<file path="config.mk">
export PLATFORM = sky130hd
export DESIGN_NAME = pixel_shift_reg
export DESIGN_NICKNAME = d
export VERILOG_FILES = /design/src/rtl/pixel_shift_reg_pkg.sv /design/src/rtl/pixel_shift_reg.sv
export SDC_FILE = /design/constraint.sdc
export NUM_CORES = 1
export LEC_CHECK = 0
export BUFFER_PORTS_ARGS = -buffer_cell sky130_fd_sc_hd__buf_2
export CORE_ASPECT_RATIO = 0.9
export CORE_UTILIZATION = 41
export CTS_BUF_LIST = sky130_fd_sc_hd__clkbuf_2
export DETAILED_ROUTE_END_ITERATION = 16
export SLEW_MARGIN = 20
export SYNTH_ARGS = -nofsm -noshare
export SYNTH_HDL_FRONTEND = slang
export SYNTH_SLANG_ARGS = --single-unit
export TNS_END_PERCENT = 10
</file>
<file path="constraint.sdc">
create_clock -name clk -period 3.85 [get_ports clk]
set_input_delay 0.5775 -clock clk [delete_from_list [all_inputs] [get_ports clk]]
set_output_delay 0.5775 -clock clk [all_outputs]
set_load 0.1 [all_outputs]
</file>
<file path="src/rtl/pixel_shift_reg_pkg.sv">
// ---------------------------------------------------------------------------
// pixel_shift_reg_pkg
// Shared types for the LED-protocol receive pipeline.
//   shift_reg_input_t : per-bit output of the pulse decoder
//                       {decode_bit, valid, treset}
//   pixel_t           : one GRB pixel word, green in the top byte
//   fwd_output_t      : daisy-chain output {bit_val, valid}
//   pixel_state_e     : capture / forward state of pixel_shift_reg
// ---------------------------------------------------------------------------
package pixel_shift_reg_pkg;

  localparam int PIXEL_BITS_DEFAULT = 24;

  typedef struct packed {
    logic decode_bit;
    logic valid;
    logic treset;
  } shift_reg_input_t;

  localparam shift_reg_input_t RESET_VALUES_SHIFT_REG = '{
    decode_bit: 1'b0, valid: 1'b0, treset: 1'b0
  };

  typedef struct packed {
    logic [7:0] green;
    logic [7:0] red;
    logic [7:0] blue;
  } pixel_t;

  // "bit" is a reserved word, so the data field is named bit_val.
  typedef struct packed {
    logic bit_val;
    logic valid;
  } fwd_output_t;

  localparam fwd_output_t RESET_VALUES_FWD = '{bit_val: 1'b0, valid: 1'b0};

  typedef enum logic {
    CAPTURE = 1'b0,
    FORWARD = 1'b1
  } pixel_state_e;

endpackage

</file>
<file path="src/rtl/pixel_shift_reg.sv">
// ---------------------------------------------------------------------------
// pixel_shift_reg
// Final stage of the LED receive pipeline. After a reset gap (treset) the
// first PIXEL_BITS decoded bits are assembled MSB first into one pixel word;
// every later bit of the frame is forwarded on the daisy-chain output.
// All outputs are registered, one cycle after the accepted input.
//
// Ports:
//   clk          pipeline clock
//   reset        synchronous, active-high reset
//   shift_in     {decode_bit, valid, treset} from the pulse decoder
//   pixel_data   last completed pixel word, held until the next completion
//   pixel_valid  one-cycle pulse when pixel_data updates
//   fwd_bit      forwarded bit value
//   fwd_valid    one-cycle pulse qualifying fwd_bit
//   frame_error  one-cycle pulse when treset cuts off a partial pixel
//   busy         high while capturing with at least one bit taken
//
// CNT_W must satisfy 2**CNT_W > PIXEL_BITS; PIXEL_BITS must be >= 3.
// ---------------------------------------------------------------------------
module pixel_shift_reg
  import pixel_shift_reg_pkg::*;
#(
  parameter int PIXEL_BITS = PIXEL_BITS_DEFAULT,
  parameter int CNT_W      = 5
) (
  input  logic                  clk,
  input  logic                  reset,
  input  shift_reg_input_t      shift_in,
  output logic [PIXEL_BITS-1:0] pixel_data,
  output logic                  pixel_valid,
  output logic                  fwd_bit,
  output logic                  fwd_valid,
  output logic                  frame_error,
  output logic                  busy
);

  localparam logic [CNT_W-1:0] LAST_CNT = CNT_W'(PIXEL_BITS - 1);

  pixel_state_e          state, state_next;
  logic [CNT_W-1:0]      cnt, cnt_next;
  // Only PIXEL_BITS-1 bits are ever held before completion; the final bit
  // is appended directly when the word is published.
  logic [PIXEL_BITS-2:0] acc, acc_next;
  logic [PIXEL_BITS-1:0] data_next;
  logic                  pv_next;
  fwd_output_t           fwd, fwd_next;
  logic                  fe_next;
  logic                  busy_next;

  always_comb begin
    state_next = state;
    cnt_next   = cnt;
    acc_next   = acc;
    data_next  = pixel_data;
    pv_next    = 1'b0;
    fwd_next   = '{bit_val: fwd.bit_val, valid: 1'b0};
    fe_next    = 1'b0;

    if (shift_in.treset) begin
      // treset wins over a coincident valid bit; pixel_data is kept.
      fe_next    = (state == CAPTURE) && (cnt != '0);
      state_next = CAPTURE;
      cnt_next   = '0;
      acc_next   = '0;
    end else if (shift_in.valid) begin
      unique case (state)
        CAPTURE: begin
          if (cnt == LAST_CNT) begin
            data_next  = {acc, shift_in.decode_bit};
            pv_next    = 1'b1;
            cnt_next   = '0;
            acc_next   = '0;
            state_next = FORWARD;
          end else begin
            acc_next = {acc[PIXEL_BITS-3:0], shift_in.decode_bit};
            cnt_next = cnt + CNT_W'(1);
          end
        end
        FORWARD: begin
          fwd_next = '{bit_val: shift_in.decode_bit, valid: 1'b1};
        end
        default: ;
      endcase
    end

    busy_next = (state_next == CAPTURE) && (cnt_next != '0);
  end

  // ---- register stage: state and all outputs ----
  always_ff @(posedge clk) begin
    if (reset) begin
      state       <= CAPTURE;
      cnt         <= '0;
      acc         <= '0;
      pixel_data  <= '0;
      pixel_valid <= 1'b0;
      fwd         <= RESET_VALUES_FWD;
      frame_error <= 1'b0;
      busy        <= 1'b0;
    end else begin
      state       <= state_next;
      cnt         <= cnt_next;
      acc         <= acc_next;
      pixel_data  <= data_next;
      pixel_valid <= pv_next;
      fwd         <= fwd_next;
      frame_error <= fe_next;
      busy        <= busy_next;
    end
  end

  assign fwd_bit   = fwd.bit_val;
  assign fwd_valid = fwd.valid;

endmodule

</file>
==> Yosys cells after proc, flatten, opt, wreduce, memory -nomap -nowiden <==
Cells that the tools add are included.
{ "classes": {"muxes": 10, "n_reduce_logical": 11, "n_eq_ne": 1, "bitwise_logic": 4, "addsub": 1} }
{ "ops": {"columns": ["cell", "count"], "rows": [
  ["$mux W23", 1],
  ["$mux W5", 4],
  ["$reduce_bool A5 Y1", 2],
  ["$add A5 B1 Y5 const B", 1],
  ["$eq A5 B5 Y1 const B", 1],
  ["$mux W1", 5],
  ["$not A1 Y1", 4],
  ["$reduce_and A4 Y1", 1],
  ["$reduce_or A2 Y1", 2],
  ["$reduce_or A4 Y1", 1],
  ["$reduce_and A3 Y1", 1],
  ["$reduce_or A3 Y1", 1],
  ["$logic_and A1 B1 Y1", 2],
  ["$reduce_and A2 Y1", 1]
]} }
{ "totals": {"out_inout_bits": 29, "regBits": 58, "in_bits": 5} }

==> Depth between registers and ports, before layout <==
Gate-level depths: netlist of run 1.
{ "depth": {"depth_word": 7, "ltp_mapped": 7, "mapped_depth_nobuf": 6} }

==> Worst setup path before layout of run 1 <==
OpenSTA, ideal clock, no wires.
{ "synth_timing": {"kind": "flip-flop to flip-flop", "from": "register cnt[1]", "to": "register pixel_data[10]", "synth_period_minus_slack_ns": 1.812, "arrival_time_ns": 1.680, "stages_incl_launch_ff": 8, "setup_time_ns": 0.132, "path_buffers": 2, "path_slack_ns": 2.038, "cell_sequence": "dfxtp_1 -> ha_1 -> nand4b_4 -> or4_1 -> buf_2 -> buf_6 -> nand2_2 -> a21oi_1"} }
{ "synth_between": {"elab_chain_len": 2} }
{ "synth_lines": {"columns": ["element", "line", "source"], "rows": [
  ["start: declaration", "pixel_shift_reg.sv:41", "logic [CNT_W-1:0] cnt, cnt_next;"],
  ["start signal: assignment", "pixel_shift_reg.sv:103", "cnt <= cnt_next;"],
  ["$eq A5 B5 Y1", "pixel_shift_reg.sv:69", "if (cnt == LAST_CNT) begin"],
  ["$reduce_and A4 Y1 (no source line)", null, null],
  ["end signal: assignment", "pixel_shift_reg.sv:105", "pixel_data <= data_next;"],
  ["end: declaration", "pixel_shift_reg.sv:30", "output logic [PIXEL_BITS-1:0] pixel_data,"]
]} }
Every way passes these cells.
A chain may end at the register's enable or synchronous reset.

==> Final worst setup path of run 1 <==
{ "layout_timing": {"from": "register cnt[1]", "to": "register pixel_data[14]"} }
Same word-level chain as after synthesis.

==> results of run 1 <==
[cells in the final DEF, fill, tap and decap left out, types with 2 or more instances in the layout]
master / synthesis / final
a21oi_1: 50 / 50
a31oi_1: 2 / 2
buf_2: 7 / 33
buf_4: 0 / 3
bufinv_16: 0 / 2
clkbuf_2: 0 / 9
clkinv_2: 0 / 3
dfxtp_1: 58 / 58
ha_1: 2 / 2
inv_1: 4 / 4
mux2i_1: 2 / 2
nand2_1: 59 / 59
nand2_2: 20 / 20
nand2b_1: 2 / 2
nand3_1: 24 / 24
nor2_1: 8 / 8
o22ai_1: 2 / 2
or3b_2: 2 / 2
[worst max-delay path, cell delays in order, from the launching register on]
cell and delay (ns):
dfxtp_1 0.44, ha_1 0.33, nand4b_4 0.41, or4_1 0.85, buf_4 0.34, nand2_2 0.08, a21oi_1 0.05
[kinds of logic (layout without fill, tap and decap cells)]
logic type                 count (synthesis)  in the layout  synth area share
AOI/OAI and AO/OA                         57             57             0.134
DFF                                       58             58             0.512
buffers and inverters                     25             55            0.0519
muxes                                      3              3            0.0138
xor gates and xnor gates                   1              1           0.00387
and+or+nand+nor                          124            124             0.273
adders and majority gates                  2              2            0.0110
[final timing paths]
check	from	to	cells past startpoint
max	cnt[1]	pixel_data[14]	6
min	shift_in[2]	pixel_data[0]	3
max reg2reg	cnt[1]	pixel_data[14]	6
min reg2reg	pixel_data[12]	pixel_data[12]	2
[metrics by stage]
stage           util  area [sq um]  setup slack (ns)  hold WS (ns)
6_report       0.485          2560              1.22         0.368
5_1_grt        0.485          2560              1.02         0.297
4_1_cts        0.485          2560              1.19         0.332
3_5_place_dp   0.461          2440              1.22         0.447
3_3_place_gp   0.461          2440              1.29         0.443
2_1_floorplan      -          2270              2.04         0.432
[area by class of cell]
cell class | count | area [sq um] | area share
Timing Repair Buffer | 36 | 188 | 0.0732
Inverter | 4 | 15.0 | 0.00585
Tap cell | 67 | 83.8 | 0.0327
Sequential cell | 58 | 1160 | 0.453
Clock buffer | 9 | 45.0 | 0.0176
Multi-Input combinational cell | 187 | 990 | 0.386
Clock inverter | 6 | 82.6 | 0.0322
[power groups by stage]
stage | logic [W] | clock network [W] | registers (W)
floorplan | 0.0000239 | 0 | 0.000622
CTS | 0.0000380 | 0.000440 | 0.000604
global placement | 0.0000389 | 0 | 0.000616
global route | 0.0000417 | 0.000472 | 0.000605
finish | 0.0000378 | 0.000426 | 0.000604
detailed placement | 0.0000379 | 0 | 0.000617
[layer usage]
metal / GRT usage / vias to the layer above
met5: 0 / -
met4: 0.0595 / 0
met3: 0.0830 / 6
met2: 0.236 / 57
met1: 0.241 / 811
li1: - / 951
==> reports/results.ini, run 1 <==
[run_status]
outcome=completed

[cells_and_area]
final_cells=367
largest_register_ffs=24
drive_gt1_frac=0.263
regMostFlops=pixel_data
insertedDiodeCount=0
num-nets-final=303
nFillCells=536
syn_to_final_growth_pct=13.2
top_regs=pixel_data: 24 flops, acc: 23 flops, cnt: 5 flops

[global_route]
gr-usage-all-layers=0.175
grt_remaining_overflow=0
grt_pass1_vias=1589
antenna_found_initial=0
grt_pass1_wl_um=7570
grt_max_degree=32

[clocking]
cts_sinks=58
cts.htree.levels=3
clk_latency_ns=0.47
cts_hold_buf=0
clk_pin_slew_worst_paths_ns=0.16
cts_tree=yes
postCtsSetupBuffers=0
numCtsBuffers=9
cts_resized=0
cts.path.max_buffers=2
clock_tree.root_cell=clkbuf_2

[worst_setup_path]
cp-start-kind=flip-flop
worstPathMaxFanout=28
crit_required_ns=4.20
cp.arrival_ns=2.98
cp-end-kind=flip-flop
rrSetupSlack_ns=1.22
crit_type=flip-flop to flip-flop

[synth]
ys_top_cells_by_area=dfxtp_1 51%, a21oi_1 11%, nand2_1 9.8%
ys_seq_elements=58
yosysWarnings=0
synth_area_sq_um=2270
synth_top_area_frac=0.512
synthFlopType=dfxtp_1
yosysMostFrequentCell=nand2_1
synth_edf_count=0
synthArstFlopShare=0
ys_types=31
syn_area_per_cell_sq_um=8.39
ys_top_cells_by_count=59 x nand2_1, 58 x dfxtp_1, 50 x a21oi_1
synthCells=270
ys_seq_area_frac=0.512
syn_nets=277
yosysTopAreaCell=dfxtp_1

[floorplan]
fp.dieArea_sq_um=5830
rows=25
initial_core_util=0.429
fp.dieH_um=72.5
core_area_sq_um=5290
die-width_um=80.4
io_pins=34

[detailed_routing]
wl_um=4470
drt_iter0_drc=119
routed-wl-met2_um=1810
drc=0
first_pass_iters=4
num_vias=1825
wl_met3_um=312
wire_per_inst_um=12.2
antenna_left=0
dr.max_layer_used=met4
wl_met1_um=2290
avgViaCountPerCell=4.97

[timing]
finalSetupTns_ns=0
finClkSkew_ns=0.0214
report.final.slew_viol_count=0
max_freq_mhz=381
hold_viol=0
period_share=0.682
min_period_ns=2.63
rsz0062_at_grt=no
tightest_slew_ns=0.943
relSlewSlack=0.372
setup_viol=0

[power_and_ir_drop]
p_int_w=0.000818
clkPwrFrac=0.399
p_comb_frac=0.035
power_switching_w=0.000249
peakVddDrop_mv=0.277
leakagePower_nw=0.965
powerDensity_nw_per_um2=416
total_power_w=0.00107
swShare=0.233
seqPwrFrac=0.566

[flow_run]
drv_cap=0

[placed_design]
dp.cells=352
portBuffers=33
hpwl_um=2870
gp_congestion=0.825

[hold_path]
holdCritPathClass=primary input to flip-flop

No activity file was read; power rests on OpenSTA's default activity.
==> run 2, diff against run 1 <==
--- a/config.mk
+++ b/config.mk
@@ -5,6 +5,7 @@
 export SDC_FILE = /design/constraint.sdc
 export NUM_CORES = 1
 export LEC_CHECK = 0
+export ABC_AREA = 1
 export BUFFER_PORTS_ARGS = -buffer_cell sky130_fd_sc_hd__buf_2
 export CORE_ASPECT_RATIO = 0.9
 export CORE_UTILIZATION = 41
==> constraint.sdc (replaced) <==
create_clock -name clk -period 2.75 [get_ports clk]
set_input_delay 0.4125 -clock clk [delete_from_list [all_inputs] [get_ports clk]]
set_output_delay 0.4125 -clock clk [all_outputs]
set_load 0.1 [all_outputs]
==> reports/results.ini, run 2 <==
[synth]
synth_top_area_frac=0.518
yosysTopAreaCell=dfxtp_1
synth_edf_count=0
yosysMostFrequentCell=dfxtp_1
ys_seq_elements=58
synthArstFlopShare=0
ys_types=24
syn_nets=290
ys_top_cells_by_area=dfxtp_1 52%, a21oi_1 11%, nand2_1 7.7%
yosysWarnings=0
syn_area_per_cell_sq_um=7.91
ys_seq_area_frac=0.518
synth_area_sq_um=2240
synthCells=283
synthFlopType=dfxtp_1
ys_top_cells_by_count=58 x dfxtp_1, 50 x a21oi_1, 46 x nand2_1

[cells_and_area]
nFillCells=532
syn_to_final_growth_pct=15.4
fin_util=0.492
layout_commonest_cell=dfxtp_1
register_area_sq_um=1160
multi_input_area_sq_um=845
layout_common_cells=58 x dfxtp_1, 50 x a21oi_1, 46 x nand2_1, 33 x buf_2, 32 x inv_1
largest_register_ffs=24
insertedDiodeCount=0
drive_gt1_frac=0.199
regMostFlops=pixel_data
num-nets-final=323
top_regs=pixel_data: 24 flops, acc: 23 flops, cnt: 5 flops
fin_area_sq_um=2580

[timing]
hold_viol=0
relSlewSlack=0.675
tightest_slew_ns=0.486
finalSetupTns_ns=0
fin_ws_ns=1.05
period_share=0.618
max_freq_mhz=588
report.final.slew_viol_count=0
setup_viol=0
min_period_ns=1.70
rsz0062_at_grt=no
finClkSkew_ns=0.0210

[clocking]
cts_hold_buf=0
cts.htree.levels=3
numCtsBuffers=9
cts_tree=yes
postCtsSetupBuffers=0
clk_pin_slew_worst_paths_ns=0.17
cts_sinks=58
clk_latency_ns=0.48
cts.path.max_buffers=2
cts_resized=0
clock_tree.root_cell=clkbuf_2

[power_and_ir_drop]
total_power_w=0.00163
peakVddDrop_mv=0.268
leakagePower_nw=1.06
powerDensity_nw_per_um2=631

[detailed_routing]
drc=0
first_pass_iters=4
avgViaCountPerCell=4.80
antenna_left=0
drt_iter0_drc=106
num_vias=1862
wl_um=4450
wire_per_inst_um=11.5

[worst_setup_path]
cp-end-kind=output port
cpPeakStageDelay_ns=0.43
crit_type=flip-flop to output port
worstPathMaxFanout=2
cp.arrival_ns=1.29
crit_family=buffers and inverters
crit_required_ns=2.34
slowest_stage=buf_2
cp-start-kind=flip-flop
path_buf_inv=1
cp_cell_sequence=buf_2

[floorplan]
rows=25
io_pins=34
die-width_um=79.9
initial_core_util=0.426
core_area_sq_um=5260
fp.dieH_um=72.1
fp.dieArea_sq_um=5760

[run_status]
outcome=completed

[global_route]
gr-usage-all-layers=0.177
grt_remaining_overflow=0
grt_pass1_vias=1694
antenna_found_initial=0
grt_max_degree=27
grt_pass1_wl_um=7720

[placed_design]
portBuffers=33
post-place-ws_ns=1.11
place_area_sq_um=2430
hpwl_um=2810
gp_congestion=0.802

[hold_path]
holdCritPathClass=primary input to flip-flop

[flow_run]
drv_cap=0

run 2: cell count changes after synthesis, moves of 5 or more:
cell      previous run  this run
inv_1                4        32
nand2_1             59        46
o21ai_0              0        24
nand3_1             24        29
nand2_2             20         2
clkbuf_1            10         3
run 2: metrics by stage:
stage                     instances  hold WS, ns
final                           388        0.192
after global routing            388        0.160
after CTS                       388        0.160
after detailed placement        372        0.433
after global placement          372        0.430
after floorplan                 283        0.441
run 2: logic make-up after synthesis:
| group | count (synthesis) | share of synthesized area |
|---|---|---|
| AND/OR/NAND/NOR | 92 | 0.188 |
| AO/OA/AOI/OAI | 78 | 0.178 |
| flip-flops | 58 | 0.518 |
| buffers and inverters | 53 | 0.104 |
| adder cells (fa/ha/maj) | 2 | 0.0112 |
run 2: final timing paths:
kind	start	to	cells after the start	slack (ns)
max reg2reg	cnt[1]	pixel_data[20]	9	1.08
min reg2reg	pixel_data[17]	pixel_data[17]	2	0.45
max	pixel_data[21]	pixel_data[21]	1	1.05
min	reset	fwd_bit	2	0.19
run 2: layout make-up:
cell class | count | share of cell area
Tap cell | 67 | 0.0324
Inverter | 37 | 0.0542
Sequential cell | 58 | 0.449
Clock buffer | 9 | 0.0174
Multi-Input combinational cell | 172 | 0.327
Timing Repair Buffer | 38 | 0.0784
Clock inverter | 7 | 0.0416
run 2: power by group:
part | total [W] | leakage [nW] | switching, W | internal [W]
combinational | 0.0000863 | 0.498 | 0.0000663 | 0.0000200
sequential | 0.000850 | 0.468 | 0.00000385 | 0.000846
clock | 0.000695 | 0.0907 | 0.000311 | 0.000384
run 2: per-layer routing:
layer | track usage | routed length (um) | vias up
met5 | 0 | 0 | -
met4 | 0.0655 | 38 | 0
met3 | 0.0717 | 252 | 4
met2 | 0.271 | 1970 | 47
met1 | 0.224 | 2190 | 824
li1 | - | - | 987
